==> config.mk <==
export PLATFORM = sky130hd
export DESIGN_NAME = nibble_fifo_flat
export DESIGN_NICKNAME = d
export VERILOG_FILES = /design/src/rtl/nibble_fifo_if.sv /design/src/rtl/nibble_fifo.sv /design/src/flat_wrapper.sv
export SDC_FILE = /design/constraint.sdc
export NUM_CORES = 1
export LEC_CHECK = 0
export CORE_AREA = 2 2 55 57
export CTS_BUF_LIST = sky130_fd_sc_hd__clkbuf_4 sky130_fd_sc_hd__clkbuf_8 sky130_fd_sc_hd__clkbuf_16
export DETAILED_ROUTE_END_ITERATION = 6
export DIE_AREA = 0 0 57 59
export GPL_ROUTABILITY_DRIVEN = 0
export PLACE_DENSITY = 0.79
export SETUP_SLACK_MARGIN = 0.02
export SLEW_MARGIN = 40
export SYNTH_ARGS = -nofsm -noshare
export SYNTH_HDL_FRONTEND = slang
export SYNTH_SLANG_ARGS = --single-unit
export TNS_END_PERCENT = 30
==> constraint.sdc <==
create_clock -name clk -period 2.59 [get_ports clk]
set_clock_uncertainty 0.05 [all_clocks]
set_input_delay 0.6475 -clock clk [delete_from_list [all_inputs] [get_ports clk]]
set_output_delay 0.6475 -clock clk [all_outputs]
set_load 0.01 [all_outputs]
==> src/rtl/nibble_fifo_if.sv <==
// Handshake bundle between an upstream producer, the nibble FIFO and a
// downstream consumer. The master side is whoever drives the FIFO (the
// producer/consumer pair or a testbench); the slave side is the FIFO itself.
interface nibble_fifo_if #(
  parameter int WIDTH = 4,
  parameter int DEPTH = 4
);

  localparam int CW = $clog2(DEPTH) + 1;

  logic             in_valid;
  logic [WIDTH-1:0] in_data;
  logic             in_ready;
  logic             out_valid;
  logic [WIDTH-1:0] out_data;
  logic             out_ready;
  logic [CW-1:0]    count;
  logic             overflow;

  modport master (
    output in_valid,
    output in_data,
    output out_ready,
    input  in_ready,
    input  out_valid,
    input  out_data,
    input  count,
    input  overflow
  );

  modport slave (
    input  in_valid,
    input  in_data,
    input  out_ready,
    output in_ready,
    output out_valid,
    output out_data,
    output count,
    output overflow
  );

endinterface

==> src/rtl/nibble_fifo.sv <==
// Small first-word-fall-through FIFO for the 4-bit latch data path.
// Storage is a circular buffer addressed by read/write pointers; an explicit
// occupancy counter drives full/empty so that all handshake outputs come from
// registered state only. A sticky overflow flag records any word offered
// while the buffer was full.
module nibble_fifo #(
  parameter int WIDTH = 4,
  parameter int DEPTH = 4
) (
  input  logic               clk,
  input  logic               reset,
  input  logic               clr,
  nibble_fifo_if.slave       bus
);

  localparam int PW = $clog2(DEPTH);
  localparam int CW = PW + 1;
  localparam logic [CW-1:0] FULL_COUNT = CW'(DEPTH);

  logic [WIDTH-1:0] mem_q [DEPTH];
  logic [PW-1:0]    rdPtr_q, rdPtr_d;
  logic [PW-1:0]    wrPtr_q, wrPtr_d;
  logic [CW-1:0]    count_q, count_d;
  logic             overflow_q, overflow_d;

  logic inReady;
  logic outValid;
  logic push;
  logic pop;

  // Full/empty come straight from the registered count; no bypass from out_ready
  always_comb begin
    inReady  = (count_q != FULL_COUNT);
    outValid = (count_q != '0);
    push     = bus.in_valid & inReady;
    pop      = outValid & bus.out_ready;
  end

  // Drive the interface; the head word is masked to zero whenever the queue is empty
  always_comb begin
    bus.in_ready  = inReady;
    bus.out_valid = outValid;
    bus.out_data  = outValid ? mem_q[rdPtr_q] : '0;
    bus.count     = count_q;
    bus.overflow  = overflow_q;
  end

  // Next-state for pointers, occupancy and the sticky overflow flag; clr wins over any transfer
  always_comb begin
    rdPtr_d    = rdPtr_q;
    wrPtr_d    = wrPtr_q;
    count_d    = count_q;
    overflow_d = overflow_q;
    if (clr) begin
      rdPtr_d    = '0;
      wrPtr_d    = '0;
      count_d    = '0;
      overflow_d = 1'b0;
    end else begin
      if (push) begin
        wrPtr_d = wrPtr_q + PW'(1);
      end
      if (pop) begin
        rdPtr_d = rdPtr_q + PW'(1);
      end
      case ({push, pop})
        2'b10:   count_d = count_q + CW'(1);
        2'b01:   count_d = count_q - CW'(1);
        default: count_d = count_q;
      endcase
      if (bus.in_valid && !inReady) begin
        overflow_d = 1'b1;
      end
    end
  end

  // Control state with asynchronous reset back to an empty, non-overflowed queue
  always_ff @(posedge clk or posedge reset) begin
    if (reset) begin
      rdPtr_q    <= '0;
      wrPtr_q    <= '0;
      count_q    <= '0;
      overflow_q <= 1'b0;
    end else begin
      rdPtr_q    <= rdPtr_d;
      wrPtr_q    <= wrPtr_d;
      count_q    <= count_d;
      overflow_q <= overflow_d;
    end
  end

  // Storage array is left unreset; stale entries are hidden by the out_valid mask
  always_ff @(posedge clk) begin
    if (push && !clr) begin
      mem_q[wrPtr_q] <= bus.in_data;
    end
  end

endmodule

==> src/flat_wrapper.sv <==
// flat-port wrapper written by rule: the top's interface ports become plain ports
module nibble_fifo_flat 
#(
  parameter int WIDTH = 4,
  parameter int DEPTH = 4
)
  (clk, reset, clr, bus_in_valid, bus_in_data, bus_out_ready, bus_in_ready, bus_out_valid, bus_out_data, bus_count, bus_overflow);
  nibble_fifo_if #(.WIDTH(WIDTH), .DEPTH(DEPTH)) bus_i ();
  input  logic clk;
  input  logic reset;
  input  logic clr;
  input wire logic [$bits(bus_i.in_valid)-1:0] bus_in_valid;
  input wire logic [$bits(bus_i.in_data)-1:0] bus_in_data;
  input wire logic [$bits(bus_i.out_ready)-1:0] bus_out_ready;
  output wire logic [$bits(bus_i.in_ready)-1:0] bus_in_ready;
  output wire logic [$bits(bus_i.out_valid)-1:0] bus_out_valid;
  output wire logic [$bits(bus_i.out_data)-1:0] bus_out_data;
  output wire logic [$bits(bus_i.count)-1:0] bus_count;
  output wire logic [$bits(bus_i.overflow)-1:0] bus_overflow;
  assign bus_i.in_valid = bus_in_valid;
  assign bus_i.in_data = bus_in_data;
  assign bus_i.out_ready = bus_out_ready;
  assign bus_in_ready = bus_i.in_ready;
  assign bus_out_valid = bus_i.out_valid;
  assign bus_out_data = bus_i.out_data;
  assign bus_count = bus_i.count;
  assign bus_overflow = bus_i.overflow;
  nibble_fifo #(.WIDTH(WIDTH), .DEPTH(DEPTH)) u_core (.clk(clk), .reset(reset), .clr(clr), .bus(bus_i));
endmodule
==> run metrics, run 1 <==
via count 798; power per cell area about 670 nW/um^2; Crit. End Element output pin; TNS Setup 0 ns; Final Non-Filler Cells approximately 150; FF+latch count, synth 24; Async S/R FF share, synth 0.333; Syn Inst Count 95; die boundary height 59 um; maxcap violations 0; Synth Cell Area ~1200 um^2; post-synth top area share 0.396; syn nets approximately 110; Initial Util 0.447; Avg WL per Cell approximately 15 um; largest net degree at the start of global routing 15; Post-synth EDFFs 16; relative slew slack 0.795; yosys warns 0; Routed Antenna Nets 0; RSZ-0062 raised after global routing false; Syn Area/Cell 12.8 um^2; DR pass1 iterations 4; Area Growth Syn to Fin 22.4%; Setup Viol. Count Final 0; die width 57 um; DR DRC count 0; crit-path max cell delay 0.49 ns; core footprint roughly 2700 um^2; kind of critical path reg -> out; Post-layout nets between 100 and 150; detailed placement HPWL 1.63 mm; most common cell after layout, fill and taps aside edfxtp_1; Worst EP arrival ~1.8 ns; Hold/Removal Path Class reg -> reg; Critical Path Fanout Max 9; buffer depth of the longest clock path 2; Crit path buffers/inverters 2; area leader, netlist edfxtp_1; Top Ports 19; diodes inserted 0; CTS buffer count 3; final core utilization 0.548; Placed Cells 143; share of post-route cells with drive strength above 1 0.171; PnR worst setup slack ~0.11 ns; Tcrit/Tclk final 0.959; Final Hold Fails 0; Post-synth top flop edfxtp_1; H-tree levels 1; initial drt markers 18; hold_ws about 0.47 ns; Max Slew Vio Count 0; Achievable Freq slightly above 0.4 GHz; vias in the first global route about 840; status complete, no violations; maximum vdd ir drop about 0.33 mV; Root Buffer clkbuf_4; FP Rows 19; I/O Buffers 18; CTS clk-pin slew, worst paths roughly 0.13 ns; largest cells by area after synthesis edfxtp_1 40%, dfrtp_1 17%, mux4_2 7.4%; Critical Path Source Type register; most frequent cells in the layout 16 x edfxtp_1, 14 x clkdlybuf4s50_1, 9 x and2_1, 8 x nor2_1; Synth cell types 32; Clock Sinks 24; # fillers between 200 and 250; Clock Latency Late Sink ~0.32 ns; final WL roughly 2.3 mm; fin crit period 2.48 ns; register area share after synthesis 0.561; CP Cell Sequence buf_4, or3b_4, clkdlybuf4s50_1; antenna violations before repair 0; first-pass GRT wire length around 3.8 mm; CP delay by family, top buffers and inverters; Pleak about 0.58 nW; CTS tree yes; die area 3360 um^2; worst endpoint required time ~1.9 ns; worst-margin pin slew 0.307 ns; slowest CP cell clkdlybuf4s50_1; vias per inst 5.39; gr ovfl total 0; Setup WS pre-CTS 0.0498 ns; Total GRT Usage 0.149
-- final timing paths --
kind | from | end | slack (ns) | depth (start not counted)
max in group asynchronous | reset | u_core.rdPtr_q[0] | 1.73 | 2
min reg2reg | u_core.bus.overflow | u_core.bus.overflow | 0.47 | 2
max | u_core.bus.count[1] | bus_in_ready | 0.11 | 3
max reg2reg | u_core.bus.count[1] | u_core.bus.count[2] | 0.29 | 6
min in group asynchronous | reset | u_core.bus.count[2] | 0.51 | 2
min | u_core.bus.overflow | u_core.bus.overflow | 0.47 | 2
-- what timing repair did --
| action | in CTS | in global routing |
|---|---|---|
| resized for setup | 5 | 0 |
| setup buffers | 1 | 0 |
| setup endpoints to repair | 4 | 0 |
| hold buffers | 0 | 0 |
-- flip-flops by register name, indices dropped and copies added, names as in the netlist --
| name | count |
|---|---|
| u_core.wrPtr_q | 2 |
| u_core.rdPtr_q | 2 |
| u_core.mem_q | 16 |
| u_core.bus.overflow | 1 |
| u_core.bus.count | 3 |
-- report_power, final --
part	internal, W	total, W	switching, W
sequential	0.000435	0.000455	0.0000199
combinational	0.000139	0.000272	0.000133
clock	0.000156	0.000269	0.000113
-- cell families after synthesis --
family                     synth area share
AOI/OAI and AO/OA                    0.0537
xor gates and xnor gates             0.0289
muxes                                0.0836
adders and majority gates            0.0578
and+or+nand+nor                       0.165
DFF                                   0.561
buffers and inverters                0.0495
-- cells in the mapped netlist (3+ instances only) --
| master | instances |
|---|---|
| nor2_1 | 8 |
| nand3_1 | 4 |
| ha_1 | 4 |
| and2_1 | 9 |
| inv_1 | 3 |
| mux4_2 | 4 |
| dfrtp_1 | 8 |
| o21ai_0 | 4 |
| edfxtp_1 | 16 |
| nand2_1 | 4 |
| buf_2 | 3 |
-- area by class of cell --
cell class                      count  area (um^2)  area share
Sequential cell                    24          682       0.460
Multi-Input combinational cell     61          472       0.318
Timing Repair Buffer               25          228       0.153
Tap cell                           31         38.8      0.0261
Clock inverter                      1         30.0      0.0202
Clock buffer                        3         22.5      0.0152
Inverter                            3         11.3     0.00759
-- metal layers --
metal	GRT usage	vias to the layer above	part of all wire
met1	0.177	403	0.40
met5	0	-	0
met2	0.273	11	0.57
met4	0.0698	0	0.013
met3	0.0153	4	0.013
li1	-	380	-
-- tightest hold or removal path, stage by stage, from the launching register on --
cell	delay, ns
dfrtp_1	0.37
a31oi_1	0.05
nor2_1	0.07
-- per-stage QoR --
stage	power [W]	area, um^2
2_1_floorplan	0.000639	1210
3_3_place_gp	0.000728	1430
3_5_place_dp	0.000743	1430
4_1_cts	0.00100	1480
5_1_grt	0.00104	1480
6_report	0.000997	1480
(Power assumes the default switching activity.)
==> run 2, diff against run 1 <==
ABC_AREA = 1   (was not set)
PLACE_DENSITY = 0.78   (was 0.79)
==> run 2 against run 1 <==
- synthesized area down 3.1%
- sequential power is 16% higher
- core utilization is 1.1 points lower
- critical path depth is 1 higher
- sequential share of layout area up 1.3 points
- critical path type unchanged
- design area shrank 1.9%
- total power rose by 39%
==> run metrics, run 2 <==
syn nets 129; status complete, no violations; Synth cell types 20; hold path depth 1; TNS Setup 0 ns; origin of the critical flop-to-flop path u_core.bus.count[1]; Commonest cells post-synth 21 x nor2_1, 16 x edfxtp_1, 15 x inv_1, 12 x nand2_1, 11 x o21ai_0; relative slew slack 0.721; Pleak between 0.5 and 0.6 nW; buffer depth of the longest clock path 2; worst-margin pin slew about 0.42 ns; vias in the first global route between 800 and 900; Crit path buffers/inverters 2; Tcrit/Tclk final 0.964; Max Slew Vio Count 0; largest net degree at the start of global routing 15; Avg WL per Cell between 10 and 15 um; die width roughly 57 um; CTS tree yes; Simple-Gate Fraction of Synth Area 0.207; Post-Synth XOR/XNOR Area 0.00745; max layer used met4; largest cells by area after synthesis edfxtp_1 41%, dfrtp_1 17%, nor2_1 6.7%; die boundary height ~60 um; Crit. End Element output pin; Achievable Freq 0.401 GHz; I/O Buffers 18; Setup Buffers After CTS 0; worst endpoint required time around 1.9 ns; RSZ-0062 raised after global routing true; core footprint between 2000 and 3000 um^2; WHS Endpoint u_core.bus.overflow; met3 WL post-DR 65 um; Reg2Reg Depth 11; hold path startpoint u_core.bus.overflow; Post-synth EDFFs 16; Reg-to-Reg End u_core.bus.count[2]; Hold/Removal Path Class reg -> reg; yosys warns 0; Synth Area in Compound Gates 0.0863; largest family of logic cells by synthesized area simple AND/OR/NAND/NOR gates; initial drt markers 18; most common cell after layout, fill and taps aside nor2_1; most frequent cells in the layout 21 x nor2_1, 18 x clkdlybuf4s50_1, 16 x edfxtp_1, 14 x inv_1, 12 x nand2_1; Critical Path Source Type register; fin crit period roughly 2.5 ns; part of the power in registers 0.383; kind of critical path reg -> out; register area share after synthesis 0.579; CP Cell Sequence inv_2, o21ai_0, a21oi_1, clkdlybuf4s50_1; M1 WL a little over 900 um; most common cell in the netlist nor2_1; Worst EP arrival roughly 1.8 ns; Syn Inst Count roughly 120; power per cell area about 950 nW/um^2; FP Rows 19; R2R Setup Slk around 0.57 ns; DR pass1 iterations 4; share of post-route cells with drive strength above 1 0.161; Area Growth Syn to Fin 23.9%; Syn Area/Cell roughly 10 um^2; Async S/R FF share, synth 0.333; Critical Path Fanout Max 10; CTS clk-pin slew, worst paths between 0.1 and 0.15 ns; DR DRC count 0; Routed Antenna Nets 0; Sw Ratio 0.361; Synth Cell Area around 1200 um^2; hold buffers post-CTS 0; die area 3360 um^2; final WL between 2 and 2.5 mm; CTS buffer count 3; Root Buffer clkbuf_4; Setup Viol. Count Final 0; gr ovfl total 0; crit-path max cell delay a little under 0.6 ns; H-tree levels 1; area leader, netlist edfxtp_1; Initial Util 0.434; Biggest register u_core.mem_q; slowest CP cell clkdlybuf4s50_1; Clock Latency Late Sink 0.31 ns; post-synth top area share 0.409; vias per inst roughly 5; Internal Pwr Total between 0.0008 and 0.0009 W; Switching Power between 0.0005 and 0.0006 W; Clock Sinks 24; detailed placement HPWL 1.67 mm; antenna violations before repair 0; clock power share 0.192; via count 840; Top Ports 19; diodes inserted 0; mux contribution to synthesized area 0; Final Hold Fails 0; post-synthesis adder-cell area fraction 0.0596; Post-layout nets between 150 and 200; CP delay by family, top buffers and inverters; Post-synth top flop edfxtp_1; Gate power share 0.425; hold_ws roughly 0.46 ns; Total GRT Usage 0.145; first-pass GRT wire length around 3.7 mm; max reg flops 16; maxcap violations 0; maximum vdd ir drop 0.531 mV; wire length on met2 around 1.3 mm; FF+latch count, synth 24
[run 2: cell count changes after synthesis, sizes merged, moves of 4 or more]
cell / change
o21ai: +7
mux4: -4
nand2: +13
buf: -5
nor2: +15
inv: +13
a21oi: +5
and2: -9
[run 2: cells by family after synthesis]
kind of cell,Yosys count
AND/OR/NAND/NOR,48
buffers and inverters,18
flip-flops,24
AO/OA/AOI/OAI,19
XOR/XNOR,1
adder cells (fa/ha/maj),5
[run 2: what timing repair did]
| item | CTS | global route |
|---|---|---|
| pin swaps | 0 | 0 |
| resized for setup | 1 | 5 |
| endpoints found under the setup margin | 4 | 4 |
| cloned | 0 | 0 |
[run 2: layout make-up]
class	count	area [um^2]
Fill cell	231	1250
Sequential cell	24	687
Multi-Input combinational cell	73	423
Timing Repair Buffer	19	188
Inverter	17	66.3
Tap cell	31	38.8
Clock inverter	1	30.0
Clock buffer	3	22.5
[run 2: per-stage QoR]
stage / std cells / area (um^2) / total power [W] / util / worst slack, ns
after global placement: 164 / 1400 / 0.00109 / 0.515 / 0.198
after detailed placement: 164 / 1400 / 0.00111 / 0.515 / 0.0941
after global routing: 168 / 1460 / 0.00146 / 0.537 / 0.00913
after floorplan: 115 / 1170 / 0.000856 / - / 0.725
after CTS: 168 / 1450 / 0.00138 / 0.535 / 0.0400
final: 168 / 1460 / 0.00138 / 0.537 / 0.0938
[run 2: power groups by stage]
| stage | combinational (W) | sequential [W] | clock, W |
|---|---|---|---|
| final | 0.000589 | 0.000530 | 0.000266 |
| after global routing | 0.000636 | 0.000537 | 0.000283 |
| after CTS | 0.000591 | 0.000524 | 0.000265 |
| after detailed placement | 0.000579 | 0.000531 | 0 |
| after global placement | 0.000556 | 0.000529 | 0 |
| after floorplan | 0.000340 | 0.000516 | 0 |
[run 2: how the worst max path moves through the flow]
stage / slack [ns] / end / cells past startpoint / from
final: 0.09 / bus_out_data[1] / 4 / u_core.rdPtr_q[0]
after global routing: 0.009 / bus_out_data[1] / 4 / u_core.rdPtr_q[0]
after CTS: 0.04 / bus_out_data[1] / 5 / u_core.rdPtr_q[0]
after detailed placement: 0.09 / u_core.bus.count[2] / 11 / bus_in_valid
after global placement: 0.20 / u_core.bus.count[2] / 12 / bus_out_ready
after floorplan: 0.72 / u_core.bus.count[2] / 12 / u_core.bus.count[0]
[run 2: metal layers]
layer  GRT usage  vias to the layer above
li1            -                      413
met2       0.273                       15
met4      0.0698                        0
met3     0.00873                        6
met5           0                        -
met1       0.168                      406
